<file path="src/rtl/sprite_fetcher.sv">
// Sprite ROM read initiator: walks a row-major sprite rectangle, hides the
// 1-cycle ROM latency behind a 2-entry FIFO and streams tagged pixels out.
module sprite_fetcher #(
  parameter int WIDTH      = 8,
  parameter int DEPTH      = 256,
  parameter int ADDR_WIDTH = $clog2(DEPTH),
  parameter int DIM_W      = 8
) (
  input  logic                  clk,
  input  logic                  rstn,
  input  logic                  start,
  input  logic [ADDR_WIDTH-1:0] base_addr,
  input  logic [DIM_W-1:0]      spr_w,
  input  logic [DIM_W-1:0]      spr_h,
  output logic                  busy,
  output logic                  done,
  output logic [ADDR_WIDTH-1:0] rom_addr,
  input  logic [WIDTH-1:0]      rom_data,
  output logic                  pix_valid,
  input  logic                  pix_ready,
  output logic [WIDTH-1:0]      pix_data,
  output logic [DIM_W-1:0]      pix_x,
  output logic [DIM_W-1:0]      pix_y,
  output logic                  pix_last
);

  localparam int CNT_W = 2 * DIM_W;

  typedef enum logic [1:0] {IDLE, FETCH, DRAIN} state_t;

  state_t                state_q, state_d;
  logic [ADDR_WIDTH-1:0] rom_addr_q, rom_addr_d;
  logic [DIM_W-1:0]      w_q, w_d;
  logic [CNT_W-1:0]      total_q, total_d;
  logic [CNT_W-1:0]      idx_q, idx_d;
  logic [DIM_W-1:0]      fx_q, fx_d;
  logic [DIM_W-1:0]      fy_q, fy_d;
  logic                  inflight_q, inflight_d;
  logic [DIM_W-1:0]      inf_x_q, inf_x_d;
  logic [DIM_W-1:0]      inf_y_q, inf_y_d;
  logic                  inf_last_q, inf_last_d;
  logic                  done_q, done_d;

  logic [1:0][WIDTH-1:0] fifo_data_q, fifo_data_d;
  logic [1:0][DIM_W-1:0] fifo_x_q, fifo_x_d;
  logic [1:0][DIM_W-1:0] fifo_y_q, fifo_y_d;
  logic [1:0]            fifo_last_q, fifo_last_d;
  logic                  rd_ptr_q, rd_ptr_d;
  logic                  wr_ptr_q, wr_ptr_d;
  logic [1:0]            count_q, count_d;

  logic       pop;
  logic       push;
  logic [2:0] occ;
  logic       room;
  logic       fire;
  logic       last_issue;

  // A fetch may only be issued if its data is guaranteed a FIFO slot.
  assign pop        = (count_q != 2'd0) && pix_ready;
  assign push       = inflight_q;
  assign occ        = {1'b0, count_q} + {2'b00, inflight_q} - {2'b00, pop};
  assign room       = occ < 3'd2;
  assign fire       = (state_q == FETCH) && room;
  assign last_issue = (idx_q == total_q - CNT_W'(1));

  always_comb begin
    state_d    = state_q;
    rom_addr_d = rom_addr_q;
    w_d        = w_q;
    total_d    = total_q;
    idx_d      = idx_q;
    fx_d       = fx_q;
    fy_d       = fy_q;
    inflight_d = fire;
    inf_x_d    = inf_x_q;
    inf_y_d    = inf_y_q;
    inf_last_d = inf_last_q;
    done_d     = 1'b0;

    case (state_q)
      IDLE: begin
        if (start) begin
          if ((spr_w != '0) && (spr_h != '0)) begin
            state_d    = FETCH;
            rom_addr_d = base_addr;
            w_d        = spr_w;
            total_d    = {{DIM_W{1'b0}}, spr_w} * {{DIM_W{1'b0}}, spr_h};
            idx_d      = '0;
            fx_d       = '0;
            fy_d       = '0;
          end else begin
            done_d = 1'b1;
          end
        end
      end
      FETCH: begin
        if (fire) begin
          inf_x_d    = fx_q;
          inf_y_d    = fy_q;
          inf_last_d = last_issue;
          if (last_issue) begin
            state_d = DRAIN;
          end else begin
            idx_d      = idx_q + CNT_W'(1);
            rom_addr_d = rom_addr_q + ADDR_WIDTH'(1);
            if (fx_q == w_q - DIM_W'(1)) begin
              fx_d = '0;
              fy_d = fy_q + DIM_W'(1);
            end else begin
              fx_d = fx_q + DIM_W'(1);
            end
          end
        end
      end
      DRAIN: begin
        if (pop && fifo_last_q[rd_ptr_q]) begin
          state_d = IDLE;
          done_d  = 1'b1;
        end
      end
      default: state_d = IDLE;
    endcase
  end

  // Returning ROM word is written with the tags captured at issue time.
  always_comb begin
    fifo_data_d = fifo_data_q;
    fifo_x_d    = fifo_x_q;
    fifo_y_d    = fifo_y_q;
    fifo_last_d = fifo_last_q;
    rd_ptr_d    = rd_ptr_q;
    wr_ptr_d    = wr_ptr_q;
    count_d     = count_q;
    if (push) begin
      fifo_data_d[wr_ptr_q] = rom_data;
      fifo_x_d[wr_ptr_q]    = inf_x_q;
      fifo_y_d[wr_ptr_q]    = inf_y_q;
      fifo_last_d[wr_ptr_q] = inf_last_q;
      wr_ptr_d              = ~wr_ptr_q;
    end
    if (pop) begin
      rd_ptr_d = ~rd_ptr_q;
    end
    count_d = count_q + {1'b0, push} - {1'b0, pop};
  end

  always_ff @(posedge clk) begin
    if (!rstn) begin
      state_q     <= IDLE;
      rom_addr_q  <= '0;
      w_q         <= '0;
      total_q     <= '0;
      idx_q       <= '0;
      fx_q        <= '0;
      fy_q        <= '0;
      inflight_q  <= 1'b0;
      inf_x_q     <= '0;
      inf_y_q     <= '0;
      inf_last_q  <= 1'b0;
      done_q      <= 1'b0;
      fifo_data_q <= '0;
      fifo_x_q    <= '0;
      fifo_y_q    <= '0;
      fifo_last_q <= '0;
      rd_ptr_q    <= 1'b0;
      wr_ptr_q    <= 1'b0;
      count_q     <= '0;
    end else begin
      state_q     <= state_d;
      rom_addr_q  <= rom_addr_d;
      w_q         <= w_d;
      total_q     <= total_d;
      idx_q       <= idx_d;
      fx_q        <= fx_d;
      fy_q        <= fy_d;
      inflight_q  <= inflight_d;
      inf_x_q     <= inf_x_d;
      inf_y_q     <= inf_y_d;
      inf_last_q  <= inf_last_d;
      done_q      <= done_d;
      fifo_data_q <= fifo_data_d;
      fifo_x_q    <= fifo_x_d;
      fifo_y_q    <= fifo_y_d;
      fifo_last_q <= fifo_last_d;
      rd_ptr_q    <= rd_ptr_d;
      wr_ptr_q    <= wr_ptr_d;
      count_q     <= count_d;
    end
  end

  assign busy      = (state_q != IDLE);
  assign done      = done_q;
  assign rom_addr  = rom_addr_q;
  assign pix_valid = (count_q != 2'd0);
  assign pix_data  = fifo_data_q[rd_ptr_q];
  assign pix_x     = fifo_x_q[rd_ptr_q];
  assign pix_y     = fifo_y_q[rd_ptr_q];
  assign pix_last  = fifo_last_q[rd_ptr_q];

endmodule

</file>
<file path="config.mk">
export PLATFORM = sky130hd
export DESIGN_NAME = sprite_fetcher
export DESIGN_NICKNAME = d
export VERILOG_FILES = /design/src/rtl/sprite_fetcher.sv
export SDC_FILE = /design/constraint.sdc
export NUM_CORES = 1
export LEC_CHECK = 0
export ABC_AREA = 1
export BUFFER_PORTS_ARGS = -buffer_cell sky130_fd_sc_hd__buf_4
export CAP_MARGIN = 10
export CORE_MARGIN = 3
export CORE_UTILIZATION = 55
export CTS_CLUSTER_SIZE = 24
export DETAILED_ROUTE_END_ITERATION = 12
export PLACE_DENSITY = 0.7
export SLEW_MARGIN = 20
export SYNTH_ARGS = -nofsm -noshare
export SYNTH_HDL_FRONTEND = slang
export SYNTH_SLANG_ARGS = --single-unit
</file>
<file path="constraint.sdc">
create_clock -name clk -period 11.2 [get_ports clk]
set_input_delay 0 -clock clk [delete_from_list [all_inputs] [get_ports clk]]
set_output_delay 0 -clock clk [all_outputs]
set_load 0.02 [all_outputs]
</file>
==> flow_summary.json <==
{
  "cts_root_buffer": "clkbuf_16",
  "totalWireLength_um": 21600,
  "seqCellArea_sq_mm": 0.00278,
  "r2r_end": "fx_q[5]$_SDFFE_PN0P_",
  "drtPass1Iterations": 5,
  "swShare_pct": 42.7,
  "synthCells": 1366,
  "dp.cells": 1602,
  "antenna_found_initial": 0,
  "switchingPower_mw": 1.05,
  "yosys.area_share.simple_pct": 28.8,
  "hold_violations": 0,
  "grt_pass1_vias": 7977,
  "ir_worst_vdd_v": 0.000133,
  "synth_xor_area_share_pct": 5.40,
  "grt_util_met3_pct": 4.22,
  "numPortBuffers": 71,
  "place.gp.congestion": 0.857,
  "fin_tns_setup_ns": 0,
  "wire_per_inst_um": 13.0,
  "max-slew-margin-rel_pct": 30.2,
  "grt_pass1_wl_um": 36900,
  "layout.cells.non_filler": 1658,
  "ys_ff_latch": 139,
  "clockBufferDepth": 2,
  "clock_power_share_pct": 24.7,
  "gr-usage-met2_pct": 41.7,
  "grt_most_used_layer": "met2",
  "rrSetupSlack_ns": 7.22,
  "ys_types": 44,
  "synth_edf_count": 0,
  "drv_slew": 0,
  "overflow": 0,
  "min_period_over_period_pct": 37.5,
  "crit_start": "spr_w[0]",
  "clock-sinks": 139,
  "htreeDepth": 4,
  "synth_most_common_cell": "nand2_1",
  "multiInputGateArea_sq_mm": 0.00556,
  "ys_seq_area_share_pct": 29.8,
  "path_max_fanout": 9,
  "ys.flop_type": "dfxtp_1",
  "r2r_cells": 19,
  "outcome": "finished clean",
  "crit_cells": 19,
  "skew_ns": 0.00929,
  "die_h_um": 136,
  "crit_type": "in -> reg",
  "start_kind": "input port",
  "power.internal_mw": 1.41,
  "tightest_slew_ns": 1.04,
  "p_leak_nw": 5.42,
  "synth_area_leaders": "dfxtp_1 30%, nand2_1 12%, nor2_1 8.4%, fa_1 7.9%, inv_1 7.4%",
  "grt_util_all_layers_pct": 24.1,
  "route.detailed.drc": 0,
  "end_kind": "flip-flop",
  "use_met1_pct": 31.6,
  "drv_cap": 0,
  "die_area_sq_mm": 0.0186,
  "min_period_ns": 4.20,
  "yosys.area.top_type_share_pct": 29.8,
  "core_area_sq_mm": 0.0166,
  "yosys-top-cells-count": "296 x nand2_1, 208 x nor2_1, 184 x inv_1, 139 x dfxtp_1, 100 x o21ai_0",
  "p_seq_share_pct": 29.1,
  "async_reset_ff_share_pct": 0,
  "total_power_mw": 2.45,
  "die_w_um": 136,
  "rows": 47,
  "cts.reportedPaths.clkPinSlew_ns": 0.06,
  "tritoncts": "done",
  "postCtsSetupRepairBufs": 0,
  "syn_nets": 1483,
  "hold_class": "in -> reg",
  "slowest_stage": "fa_1",
  "critical_path.endpoint": "total_q[12]$_SDFFE_PN0P_",
  "drive_gt1_share_pct": 11.1,
  "setup_viol": 0,
  "area_growth_pct": 16.0,
  "clk_latency_ns": 0.41,
  "critical_path.top_delay_family": "adder cells",
  "worstReg2RegStart": "count_q[1]$_SDFF_PN0_",
  "yosysTopAreaCell": "dfxtp_1",
  "pwr-share-comb_pct": 46.3,
  "crit_arrival_ns": 4.56,
  "yosysWarnings": 0,
  "drt_iter0_drc": 516,
  "numCtsBuffers": 17,
  "route.antenna.remaining_nets": 0,
  "synthesis.area_sq_mm": 0.00934,
  "rsz0062_at_grt": "false",
  "crit_buf_inv": 6,
  "crit_required_ns": 11.56,
  "synth-compound-area-share_pct": 11.0,
  "syn_avg_cell_area_sq_um": 6.84,
  "synth_mux_area_share_pct": 0.536,
  "max_stage_delay_ns": 0.55,
  "synth_fa_ha_area_share_pct": 13.8,
  "crit_chain": "dlygate4sd3_1 -> buf_4 -> nand2_1 -> fa_1 -> fa_1 -> inv_1 -> fa_1 -> inv_1 -> fa_1 -> inv_1 -> ha_1 -> a21oi_1 -> o21ai_0 -> a21oi_1 -> o21bai_1 -> or2_2 -> nand3_1 -> o211ai_1 -> inv_1",
  "fillers": 1522,
  "power.density_mw_per_mm2": 226,
  "diodes": 0,
  "vias": 8466,
  "initial_core_util_pct": 56.3,
  "timing.fmax_mhz": 238,
  "via_per_inst": 5.11,
  "grt_max_degree": 63,
  "ios": 72,
  "dp_hpwl_um": 15400,
  "synth_top_family_by_area": "simple AND/OR/NAND/NOR gates",
  "utilization_pct": 65.3,
  "final_nets": 1543
}
-- per-layer routing --
layer / wire, um / part of all wire, %
met5: 0 / 0
met4: 258 / 1.2
met3: 797 / 3.7
met2: 10500 / 49
met1: 10100 / 47
-- metrics by stage --
step           worst slack, ns  hold WS (ns)  instance area, sq um
4_1_cts                   7.02       0.00404                 10800
2_1_floorplan             7.27         0.135                  9340
5_1_grt                   6.67        0.0305                 10800
3_3_place_gp              7.20         0.231                  9950
3_5_place_dp              7.13         0.239                  9950
6_report                  7.00       0.00149                 10800
-- logic make-up (layout without fill, tap and decap cells) --
logic type	after synthesis	after routing
flip-flops	139	139
adder cells (fa/ha/maj)	81	81
XOR/XNOR	56	56
multiplexers	5	5
AO/OA/AOI/OAI	190	190
AND/OR/NAND/NOR	637	637
buffers and inverters	258	330
-- sequential cells by signal, summed over array words and instances (netlist names), 16 cells and up --
signal / count
fifo_data_q: 16
idx_q: 16
total_q: 16
fifo_y_q: 16
fifo_x_q: 16
-- power groups by stage --
stage	combinational [mW]	clock, mW	sequential, mW
global route	1.30	0.639	0.729
CTS	1.14	0.614	0.713
floorplan	0.869	0	0.707
finish	1.13	0.605	0.713
global placement	1.11	0	0.720
detailed placement	1.12	0	0.722
-- cell usage in the layout (no fill, tap or decap), types with 6 or more instances in the layout --
cell type,synthesis,final
fa_1,37,37
nor2_2,9,9
xnor2_1,13,13
clkbuf_16,0,17
dfxtp_1,139,139
nand3_1,51,51
inv_1,184,184
nor4_1,7,7
nand2_1,296,296
inv_2,7,7
nand4_1,18,18
nor2_1,208,208
a21oi_2,11,11
ha_1,44,44
nor3_1,17,17
buf_4,0,80
a21oi_1,59,59
dlygate4sd3_1,0,25
o21ai_1,6,6
o21ai_0,100,100
xor2_1,42,42
nand2_2,13,13
-- cell type report --
cell class / count / area share [%]
clock buffers: 17 / 3.93
clock inverters: 14 / 1.92
inverters: 194 / 6.72
multi-input cells: 969 / 51.3
flip-flops and latches: 139 / 25.7
well taps: 220 / 2.54
repair buffers: 105 / 7.85
-- worst min-delay path: stages --
cell,delay (ns)
buf_4,0.08
nand2_1,0.04
o21ai_0,0.06
o21ai_0,0.10
nor2_1,0.10
-- how the worst min path moves through the flow --
stage                            start                     endpoint  slack (ns)  cells past startpoint
after detailed placement   rom_data[3]  fifo_data_q[3]$_SDFFE_PN0P_        0.24                      3
after global routing              rstn         fx_q[3]$_SDFFE_PN0P_        0.03                      3
after global placement     rom_data[4]  fifo_data_q[4]$_SDFFE_PN0P_        0.23                      3
after CTS                 base_addr[0]     rom_addr[0]$_SDFFE_PN0P_       0.004                      5
final                     base_addr[0]     rom_addr[0]$_SDFFE_PN0P_       0.001                      5
after floorplan            rom_data[0]  fifo_data_q[0]$_SDFFE_PN0P_        0.13                      2
-- what timing repair did --
item / in CTS / in global routing
gates resized for setup: 0 / 0
endpoints found under the setup margin: 0 / 0
hold endpoints to repair: 32 / 0
hold buffers: 25 / 0
No activity file was read; power rests on OpenSTA's default activity.
